**src/rtl/div8su4_seq.sv**
```systemverilog
// Sequential 8-bit signed by 4-bit unsigned divider, truncating toward zero.
// Restoring division on the dividend magnitude, then one sign-fix cycle.
module div8su4_seq (
  input  logic       clk,
  input  logic       rst,
  input  logic       in_valid,
  output logic       in_ready,
  input  logic [7:0] dividend,
  input  logic [3:0] divisor,
  output logic       out_valid,
  input  logic       out_ready,
  output logic [7:0] quotient,
  output logic [4:0] remainder,
  output logic       div_by_zero
);

  localparam int unsigned DW = 8;
  localparam int unsigned VW = 4;
  localparam int unsigned RW = 5;
  localparam int unsigned CW = 3;

  typedef enum logic [1:0] {IDLE, CALC, FIX, DONE} state_t;

  state_t        state;
  logic [DW-1:0] mag;
  logic          neg;
  logic [VW-1:0] dvs;
  logic [RW-1:0] pr;
  logic [DW-1:0] q;
  logic [CW-1:0] cnt;

  logic [RW-1:0] pr_shift;
  logic          pr_ge;
  logic [RW-1:0] pr_next;
  logic [DW-1:0] dividend_mag;

  // One restoring step: pr < dvs <= 15 keeps the shifted value within 5 bits.
  always_comb begin
    pr_shift     = {pr[RW-2:0], mag[DW-1]};
    pr_ge        = (pr_shift >= RW'(dvs));
    pr_next      = pr_ge ? (pr_shift - RW'(dvs)) : pr_shift;
    dividend_mag = dividend[DW-1] ? DW'(-dividend) : dividend;
  end

  always_ff @(posedge clk) begin
    if (rst) begin
      state       <= IDLE;
      in_ready    <= 1'b1;
      out_valid   <= 1'b0;
      quotient    <= '0;
      remainder   <= '0;
      div_by_zero <= 1'b0;
      mag         <= '0;
      neg         <= 1'b0;
      dvs         <= '0;
      pr          <= '0;
      q           <= '0;
      cnt         <= '0;
    end else begin
      case (state)
        IDLE: begin
          if (in_valid) begin
            in_ready <= 1'b0;
            if (divisor == '0) begin
              quotient    <= '0;
              remainder   <= '0;
              div_by_zero <= 1'b1;
              out_valid   <= 1'b1;
              state       <= DONE;
            end else begin
              mag         <= dividend_mag;
              neg         <= dividend[DW-1];
              dvs         <= divisor;
              pr          <= '0;
              q           <= '0;
              cnt         <= '0;
              div_by_zero <= 1'b0;
              state       <= CALC;
            end
          end
        end

        CALC: begin
          pr  <= pr_next;
          q   <= {q[DW-2:0], pr_ge};
          mag <= {mag[DW-2:0], 1'b0};
          cnt <= cnt + CW'(1);
          if (cnt == CW'(DW - 1)) state <= FIX;
        end

        // Magnitude 128 with neg set maps back to 8'h80; positive side never reaches 128.
        FIX: begin
          quotient  <= neg ? DW'(-q) : q;
          remainder <= neg ? RW'(-pr) : pr;
          out_valid <= 1'b1;
          state     <= DONE;
        end

        DONE: begin
          if (out_ready) begin
            out_valid <= 1'b0;
            in_ready  <= 1'b1;
            state     <= IDLE;
          end
        end

        default: begin
          state     <= IDLE;
          in_ready  <= 1'b1;
          out_valid <= 1'b0;
        end
      endcase
    end
  end

endmodule

```
**config.mk**
```make
export PLATFORM = sky130hd
export DESIGN_NAME = div8su4_seq
export DESIGN_NICKNAME = d
export VERILOG_FILES = /design/src/rtl/div8su4_seq.sv
export SDC_FILE = /design/constraint.sdc
export NUM_CORES = 1
export LEC_CHECK = 0
export ABC_AREA = 1
export CORE_ASPECT_RATIO = 0.6
export CORE_MARGIN = 3
export CORE_UTILIZATION = 40
export CTS_BUF_LIST = sky130_fd_sc_hd__clkbuf_4 sky130_fd_sc_hd__clkbuf_8
export CTS_CLUSTER_SIZE = 14
export DETAILED_ROUTE_END_ITERATION = 6
export GPL_ROUTABILITY_DRIVEN = 0
export GPL_TIMING_DRIVEN = 0
export PLACE_DENSITY_LB_ADDON = 0.25
export SETUP_SLACK_MARGIN = 0.4
export SLEW_MARGIN = 15
export SYNTH_ARGS = -nofsm -noshare
export SYNTH_HDL_FRONTEND = slang
export SYNTH_SLANG_ARGS = --single-unit
```
**constraint.sdc**
```tcl
create_clock -name clk -period 3.7 [get_ports clk]
set_clock_uncertainty 0.15 [all_clocks]
set_input_delay 0.37 -clock clk [delete_from_list [all_inputs] [get_ports clk]]
set_output_delay 0.37 -clock clk [all_outputs]
set_load 0.05 [all_outputs]
```
# ---- Word level (Yosys, flattened, before mapping)
# Index checks and enable logic that the tools add are counted.
dict set report totals {
  register_bits 47
  in_bits 16
  wordCells 76
}
dict set report op_classes {
  addsub 5
  magnitude_cmp 1
  eq_ne 9
  mux 35
  bitwise 1
  reduce_logical 13
}
# cell n
set op_table {}
lappend op_table {{2-to-1 mux 8 bit} 8}
lappend op_table {{case mux 8 bit (2 select lines)} 3}
lappend op_table {{2-to-1 mux 5 bit} 6}
lappend op_table {{case mux 5 bit (2 select lines)} 2}
lappend op_table {{negation 8 bit} 2}
lappend op_table {{AND reduction 3 bit} 5}
lappend op_table {{inequality test 2 bit, second input constant} 5}
lappend op_table {{2-to-1 mux 2 bit} 4}
lappend op_table {{case mux 2 bit (4 select lines)} 1}
lappend op_table {{2-to-1 mux 1 bit} 6}
lappend op_table {{2-to-1 mux 3 bit} 2}
lappend op_table {{case mux 3 bit (2 select lines)} 1}
lappend op_table {{nonzero test 2 bit} 3}
lappend op_table {{>= comparator 5 x 4 -> 1 bit} 1}
lappend op_table {{negation 5 bit} 1}
lappend op_table {{subtractor 5 x 4 -> 5 bit} 1}
lappend op_table {{== test 2 bit, second input constant} 2}
lappend op_table {{zero test 4 bit} 1}
lappend op_table {{AND reduction 4 bit} 1}
lappend op_table {{adder 3 x 1 -> 3 bit, second input constant} 1}
lappend op_table {{== test 3 bit, second input constant} 1}
lappend op_table {{case mux 1 bit (3 select lines)} 1}
lappend op_table {{nonzero test 3 bit} 1}
lappend op_table {{== test 2 x 1 -> 1 bit, second input constant} 1}
lappend op_table {{4 further kinds} 4}

# ---- Depth between registers and ports, before layout
# Gate-level depths: netlist of the first run.
dict set report logic_depth {
  ltp_word 5
  depth_mapped 11
  depth_no_buf 10
}

# ---- Worst setup path before layout of the first run
# No wires, ideal clock.
dict set report synth_timing {
  path_type {reg-to-reg}
  start {register state[0]}
  end {register cnt[0]}
  setup_ns 0.115
  t_arrival_ns 1.400
  required_ns 3.435
  slack_ns 2.035
  path_stages_with_launch 11
  path_buffers 1
  synth_period_minus_slack_ns 1.665
  cell_sequence {dfxtp_1 inv_1 ha_1 nand2_2 clkinv_2 nand2_4 nand2_4 nand2_4 inv_4 buf_6 o21a_1}
}
dict set report synth_via {
  elab_chain_len 3
}
# item line
set synth_lines {}
lappend synth_lines {{start: declaration} 24} ;# state_t state;
lappend synth_lines {{start signal: assignment} 47} ;# state <= IDLE;
lappend synth_lines {{start signal: assignment} 69} ;# state <= DONE;
lappend synth_lines {{start signal: assignment} 78} ;# state <= CALC;
lappend synth_lines {{== test 2 x 1 -> 1 bit or zero test 2 bit (tied branches)} 60} ;# case (state)
lappend synth_lines {{nonzero test 2 bit (no line) or inequality test 2 bit (tied branches)} -}
lappend synth_lines {{AND reduction 3 bit (no line)} -}
lappend synth_lines {{end signal: assignment} 87} ;# cnt <= cnt + CW'(1);
lappend synth_lines {{end: declaration} 30} ;# logic [CW-1:0] cnt;
# Parallel ways exist; a longest one is shown, timed or not.
# A chain may end at the register's enable or synchronous reset.

# ---- Worst setup path in the final report of the first run
dict set report layout_timing {
  start {register state[0]}
  end {register q[1]}
}
dict set report layout_via {
  elab_chain_len 3
}
# item line
set layout_lines {}
lappend layout_lines {{== test 2 x 1 -> 1 bit or zero test 2 bit (tied branches)} 60}
lappend layout_lines {{nonzero test 2 bit (no line) or inequality test 2 bit (tied branches)} -}
lappend layout_lines {{AND reduction 3 bit (no line)} -}
lappend layout_lines {{end signal: assignment} 85} ;# q <= {q[DW-2:0], pr_ge};
lappend layout_lines {{end: declaration} 29} ;# logic [DW-1:0] q;
# Parallel ways exist; a longest one is shown, timed or not.

==> flow_summary_export.csv, run 1 <==
group,metric,value,unit
job,max-cap-violations,0,
timing,min_period,2.020,ns
pwr,leakagePower,1.289,nW
clock_tree,cts_buffers,5,
clock_tree,clock_path_buffers,2,
drt,ant_nets,0,
synth,synth-edff-count,0,
critical_path,critPathMaxFanout,10,
finish,diodes,0,
global_route,grt_pass1_vias,2154,
drt,dr.pass1.iters,4,
finish,utilization,51.91,%
synth,ys_ff_latch,47,
clock_tree,clock-sinks,47,
clock_tree,cts.clk_slew.worst_paths,0.08,ns
floorplan,ios,32,
global_route,grt_start_max_net_pins,13,
critical_path,endpoint_kind,"register",
critical_path,cp-start-kind,"register",
worst_hold_path,hold_path.startpoint,"rst",
floorplan,initial_core_util,43.81,%
timing,tightestPinTransition,0.5525,ns
finish,syn_to_final_growth,18.49,%
synth,async_flop_share,0,%
drt,post_drt_wl_per_cell,13.16,microns
floorplan,core,5886,sq um
worst_hold_path,hp-class,"primary input to register",
critical_path,reg2reg_to,"q[1]",
critical_path,path_class,"register to register",
synth,synth.top_cell.area_share,36.49,%
synth,synth_ff_type,"dfxtp_1",
synth,synth_area_leader_cell,"dfxtp_1",
drt,route.vias.total,2459,
synth,synth.avg_cell_area,7.007,sq um
timing,rsz0062_at_grt,"no",
floorplan,num_rows,21,
pwr,vdd_drop_max,413.6,uV
floorplan,die_h,68.20,microns
timing,slew_viol_final,0,
synth,synth_most_common_cell,"nand2_1",
worst_hold_path,min_to,"out_valid",
synth,synth_commonest_cells,"nand2_1 (85), nand3_1 (51), dfxtp_1 (47)",
clock_tree,ctsResizeCount,0,
clock_tree,clk_latency,0.30,ns
pwr,powerDensity,574.8,nW/um^2
placed_design,io_buffers,30,
global_route,overflow,0,
global_route,grt_first_pass_wirelength,10450,microns
clock_tree,cts.htree.levels,2,
floorplan,chipWidth,109.7,microns
timing,tns,0,ns
clock_tree,clock-root-buffer,"clkbuf_8",
critical_path,r2r_start,"state[0]",
timing,clock.fmax,495.1,MHz
critical_path,rrSetupSlack,1.68,ns
clock_tree,cts_setup_buffers,0,
global_route,grt_use_total,18.04,%
critical_path,arrival,2.10,ns
drt,drc,0,
synth,syn_inst,368,
drt,routed_wl,6369,microns
timing,fin_crit_sh,54.59,%
synth,yosys-top-cells-area,"dfxtp_1 (36%), nand2_1 (12%), nand3_1 (9.9%)",
global_route,antenna_found_initial,0,
finish,drive_gt1_share,6.683,%
timing,relSlewSlack,63.17,%
worst_hold_path,whs_path_depth,2,
clock_tree,cts_tree,"built",
placed_design,dp.final_hpwl,4909,microns
critical_path,reg2reg_depth,10,
synth,syn_nets,398,
synth,synth_area,2579,sq um
floorplan,die_area,7478,sq um
finish,final_nets,435,
critical_path,cp_data_required_time,3.78,ns
timing,hold_viol,0,
clock_tree,hold_buffers,0,
run_status,outcome,"finished, final reports clean",
synth,yosysSeqAreaShare,36.49,%
synth,synth_cell_types,31,
synth,yosysWarnings,0,
timing,finalSetupViolations,0,
drt,via_per_inst,5.081,
drt,drt-initial-drc-count,179,
[cells in the final DEF (no fill, tap or decap), types with 2 or more instances in the layout]
master and count:
nor3_1 4, buf_4 2, clkdlybuf4s50_1 30, inv_1 39, clkbuf_1 6, nand2_1 85
nand3_1 51, dfxtp_1 47, buf_6 3, clkbuf_8 5, a31oi_1 4, nand2_4 3
xnor2_1 3, nor2_1 25, buf_2 4, ha_1 13, xor2_1 5, o21ai_0 18
o2111ai_1 2, nand2_2 3, a21oi_1 39
[power by group]
group          total, mW  internal, mW  switching, mW
clock network      0.299         0.134          0.165
registers          0.645         0.590         0.0544
logic              0.813         0.280          0.532
total               1.76          1.00          0.752
[stage by stage]
step                total power, mW  hold WS (ns)  area, sq um  std cells  setup WS, ns
global placement              1.439        0.3017         2979        478         1.508
detailed placement            1.457        0.3075         2979        478         1.519
CTS                           1.756        0.3046         3055        484         1.709
floorplan                     1.251        0.2855         2579        368         2.035
finish                        1.756        0.3048         3055        484         1.680
global route                  1.890        0.3376         3055        484         1.515
[sequential cells by signal, indices dropped and copies added, names as in the netlist]
signal	flops
cnt	3
div_by_zero	1
dvs	4
in_ready	1
mag	8
neg	1
out_valid	1
pr	5
q	8
quotient	8
remainder	5
state	2
[worst max path at each step]
stage | to | start | cells past startpoint | slack [ns]
6_report | q[1] | state[0] | 10 | 1.68
5_1_grt | remainder[2] | state[0] | 10 | 1.52
4_1_cts | quotient[1] | quotient[1] | 1 | 1.71
3_5_place_dp | cnt[0] | divisor[0] | 9 | 1.52
3_3_place_gp | cnt[0] | divisor[0] | 9 | 1.51
2_1_floorplan | cnt[0] | state[0] | 10 | 2.04
[critical path, cell delays in order (launching register included)]
cell	delay (ns)
dfxtp_1	0.40
inv_1	0.09
ha_1	0.28
inv_1	0.16
nand2_2	0.20
nand2_4	0.17
nand2_4	0.07
inv_4	0.09
buf_6	0.14
nand2_1	0.06
a21oi_1	0.13
[cell type report]
cell class | count | area [sq um]
Fill cell | 593 | 2830
Multi-Input combinational cell | 264 | 1385
Sequential cell | 47 | 940.9
Timing Repair Buffer | 30 | 300.3
Inverter | 42 | 161.4
Tap cell | 80 | 100.1
Buffer | 15 | 91.34
Clock buffer | 6 | 76.32
[layer usage]
| metal | up-vias | global-route usage [%] | share of wire [%] |
|---|---|---|---|
| met4 | 0 | 4.199 | 0.89 |
| met3 | 8 | 3.487 | 5.9 |
| li1 | 1278 | - | - |
| met2 | 54 | 23.56 | 38 |
| met1 | 1119 | 29.31 | 55 |
| met5 | - | 0 | 0 |
[cells by family (layout without fill, tap and decap cells)]
family | count (synthesis) | count (layout) | share of synthesized area (%)
AOI/OAI and AO/OA | 66 | 66 | 13.59
adders and majority gates | 14 | 14 | 7.084
and+or+nand+nor | 176 | 176 | 30.33
DFF | 47 | 47 | 36.49
buffers and inverters | 57 | 93 | 9.801
xor gates and xnor gates | 8 | 8 | 2.717
No activity file was read; power rests on OpenSTA's default activity.
==> run 2: changes to the inputs <==
clock period = 2.1 ns   (was 3.7 ns; I/O delays follow)
==> run 2 against run 1 <==
Effect of this change:
- sequential share of layout area shrank 2.9 points
- wire length rose by 12%
- sequential power rose by 80%
- first-iteration DRC count rose by 4.5%
- worst hold slack got worse by 0.17 ns
- flip-flop and latch count unchanged
- non-clock buffer count up 20
- register-to-register slack lost 1.2 ns
- die area is the same
- setup slack got worse by 1.3 ns
- critical path depth fell by 1
- utilization up 6.1 points
- critical path type is now primary input to register
- largest cell class unchanged
- highest routed layer unchanged
==> flow_summary_export.csv, run 2 (synthesized netlist as in run 1, its figures left out) <==
group,metric,value,unit
run_status,outcome,"finished, final reports clean",
global_route,grt_use_total,18.31,%
timing,rsz0062_at_grt,"no",
critical_path,reg2reg_depth,9,
finish,diodes,0,
finish,final_nets,455,
timing,hold_viol,0,
critical_path,cp-start-kind,"primary input",
global_route,top_usage_layer,"met1",
finish,syn_to_final_growth,32.31,%
critical_path,rrSetupSlack,0.45,ns
drt,routed_wl,7145,microns
global_route,met2_usage,24.32,%
clock_tree,cts_buffers,5,
critical_path,critPathTopFamily,"simple AND/OR/NAND/NOR gates",
drt,post_drt_wl_per_cell,14.18,microns
critical_path,cp_cell_sequence,"clkdlybuf4s50_1 -> nor2_2 -> nand2_2 -> nand2_8 -> nand2_8 -> nand2_4 -> inv_8 -> buf_4 -> o21a_1",
timing,min_period,1.675,ns
floorplan,initial_core_util,43.81,%
clock_tree,hold_buffers,0,
clock_tree,clock_path_buffers,2,
placed_design,io_buffers,30,
timing,relSlewSlack,58.80,%
floorplan,ios,32,
global_route,grt_start_max_net_pins,13,
finish,fillCellCount,543,
critical_path,path_buf_inv,3,
critical_path,cp_data_required_time,2.15,ns
timing,tns,0,ns
finish,final_cell_mix,"nand2_1 (79), nand3_1 (49), dfxtp_1 (41)",
worst_hold_path,hp-class,"primary input to register",
global_route,grt_util_met1,29.48,%
floorplan,core,5886,sq um
global_route,antenna_found_initial,0,
timing,slew_viol_final,0,
job,max-cap-violations,0,
timing,fin_crit_sh,79.76,%
floorplan,die_h,68.20,microns
floorplan,num_rows,21,
timing,tightestPinTransition,0.6180,ns
global_route,grt_util_met3,3.487,%
drt,ant_nets,0,
critical_path,arrival,1.72,ns
finish,drive_gt1_share,20.52,%
global_route,grt_first_pass_wirelength,10630,microns
placed_design,dp.final_hpwl,4909,microns
critical_path,startpoint,"divisor[3]",
critical_path,reg2reg_to,"cnt[0]",
clock_tree,cts.htree.levels,2,
clock_tree,cts.clk_slew.worst_paths,0.08,ns
placed_design,dp_cells,478,
pwr,vdd_drop_max,797.5,uV
critical_path,slowest_delay,0.47,ns
floorplan,chipWidth,109.7,microns
drt,route.vias.total,2645,
critical_path,crit_path_end,"cnt[0]",
clock_tree,cts_tree,"built",
finish,stdcell_count,504,
pwr,leakagePower,1.486,nW
finish,final_common_cell,"nand2_1",
clock_tree,clk_latency,0.31,ns
clock_tree,clock-sinks,47,
critical_path,endpoint_kind,"register",
critical_path,r2r_start,"state[1]",
drt,drc,0,
timing,clock.fmax,597.0,MHz
drt,drt-initial-drc-count,187,
critical_path,critPathMaxFanout,8,
clock_tree,clock-root-buffer,"clkbuf_8",
drt,via_per_inst,5.248,
critical_path,cp_slowest_cell,"clkdlybuf4s50_1",
timing,finalSetupViolations,0,
timing,whs,0.1342,ns
floorplan,die_area,7478,sq um
pwr,powerDensity,1087,nW/um^2
finish,utilization,57.97,%
finish,largestRegisters,"mag x8, q x8, quotient x8",
global_route,overflow,0,
global_route,grt_pass1_vias,2196,
critical_path,cp.depth,9,
pwr,p_total,3.710,mW
drt,dr.pass1.iters,5,
critical_path,path_class,"primary input to register",
critical_path,crit_top_cell,"nand2_8",
-- run 2: changes by cell type in the layout (fill, tap and decap cells not counted), moves of 5 or more --
cell,change
buf_4,+16
clkdlybuf4s50_1,-16
dfxtp_1,-6
dlygate4sd2_1,+16
ha_1,-5
inv_1,-11
inv_2,+9
nand2_1,-6
-- run 2: what timing repair did --
| item | 4_1_cts | 5_1_grt |
|---|---|---|
| hold endpoints to repair | 0 | 0 |
| pin swaps | 2 | 19 |
| gates resized for setup | 35 | 54 |
| endpoints found under the setup margin | 58 | 40 |
| gates cloned | 0 | 3 |
| setup buffers | 1 | 16 |
-- run 2: final cells by class --
cell class                 instances  area [sq um]  share of cell area, %
buffer                            15         103.9                  3.044
clock buffer                       6         76.32                  2.237
inverter                          42         178.9                  5.244
multi-input combinational        264          1562                  45.76
sequential                        47         953.4                  27.94
tap                               80         100.1                  2.934
timing repair buffer              50         437.9                  12.83
-- run 2: through the flow --
step / setup slack (ns) / cell area [sq um]
final: 0.4250 / 3412
after detailed placement: 0.07904 / 2979
after CTS: 0.3979 / 3105
after global placement: 0.06761 / 2979
after floorplan: 0.4352 / 2579
after global routing: 0.3563 / 3412
-- run 2: worst min path at each step --
stage | start | end | cells past startpoint
final | rst | out_valid | 2
after global placement | mag[6] | mag[7] | 2
after floorplan | divisor[1] | dvs[1] | 2
after CTS | rst | out_valid | 2
after global routing | rst | out_valid | 2
after detailed placement | remainder[4] | remainder[4] | 2
-- run 2: per-layer routing --
layer,routed length [microns],part of all wire (%)
met5,0,0
met4,75,1.0
met3,473,6.6
met2,2940,41
met1,3655,51
-- run 2: power by group --
part           internal, mW  switching (mW)  total [mW]
registers              1.05           0.107        1.16
logic                 0.838            1.18        2.02
clock network         0.236           0.298       0.534
total                  2.12            1.59        3.71
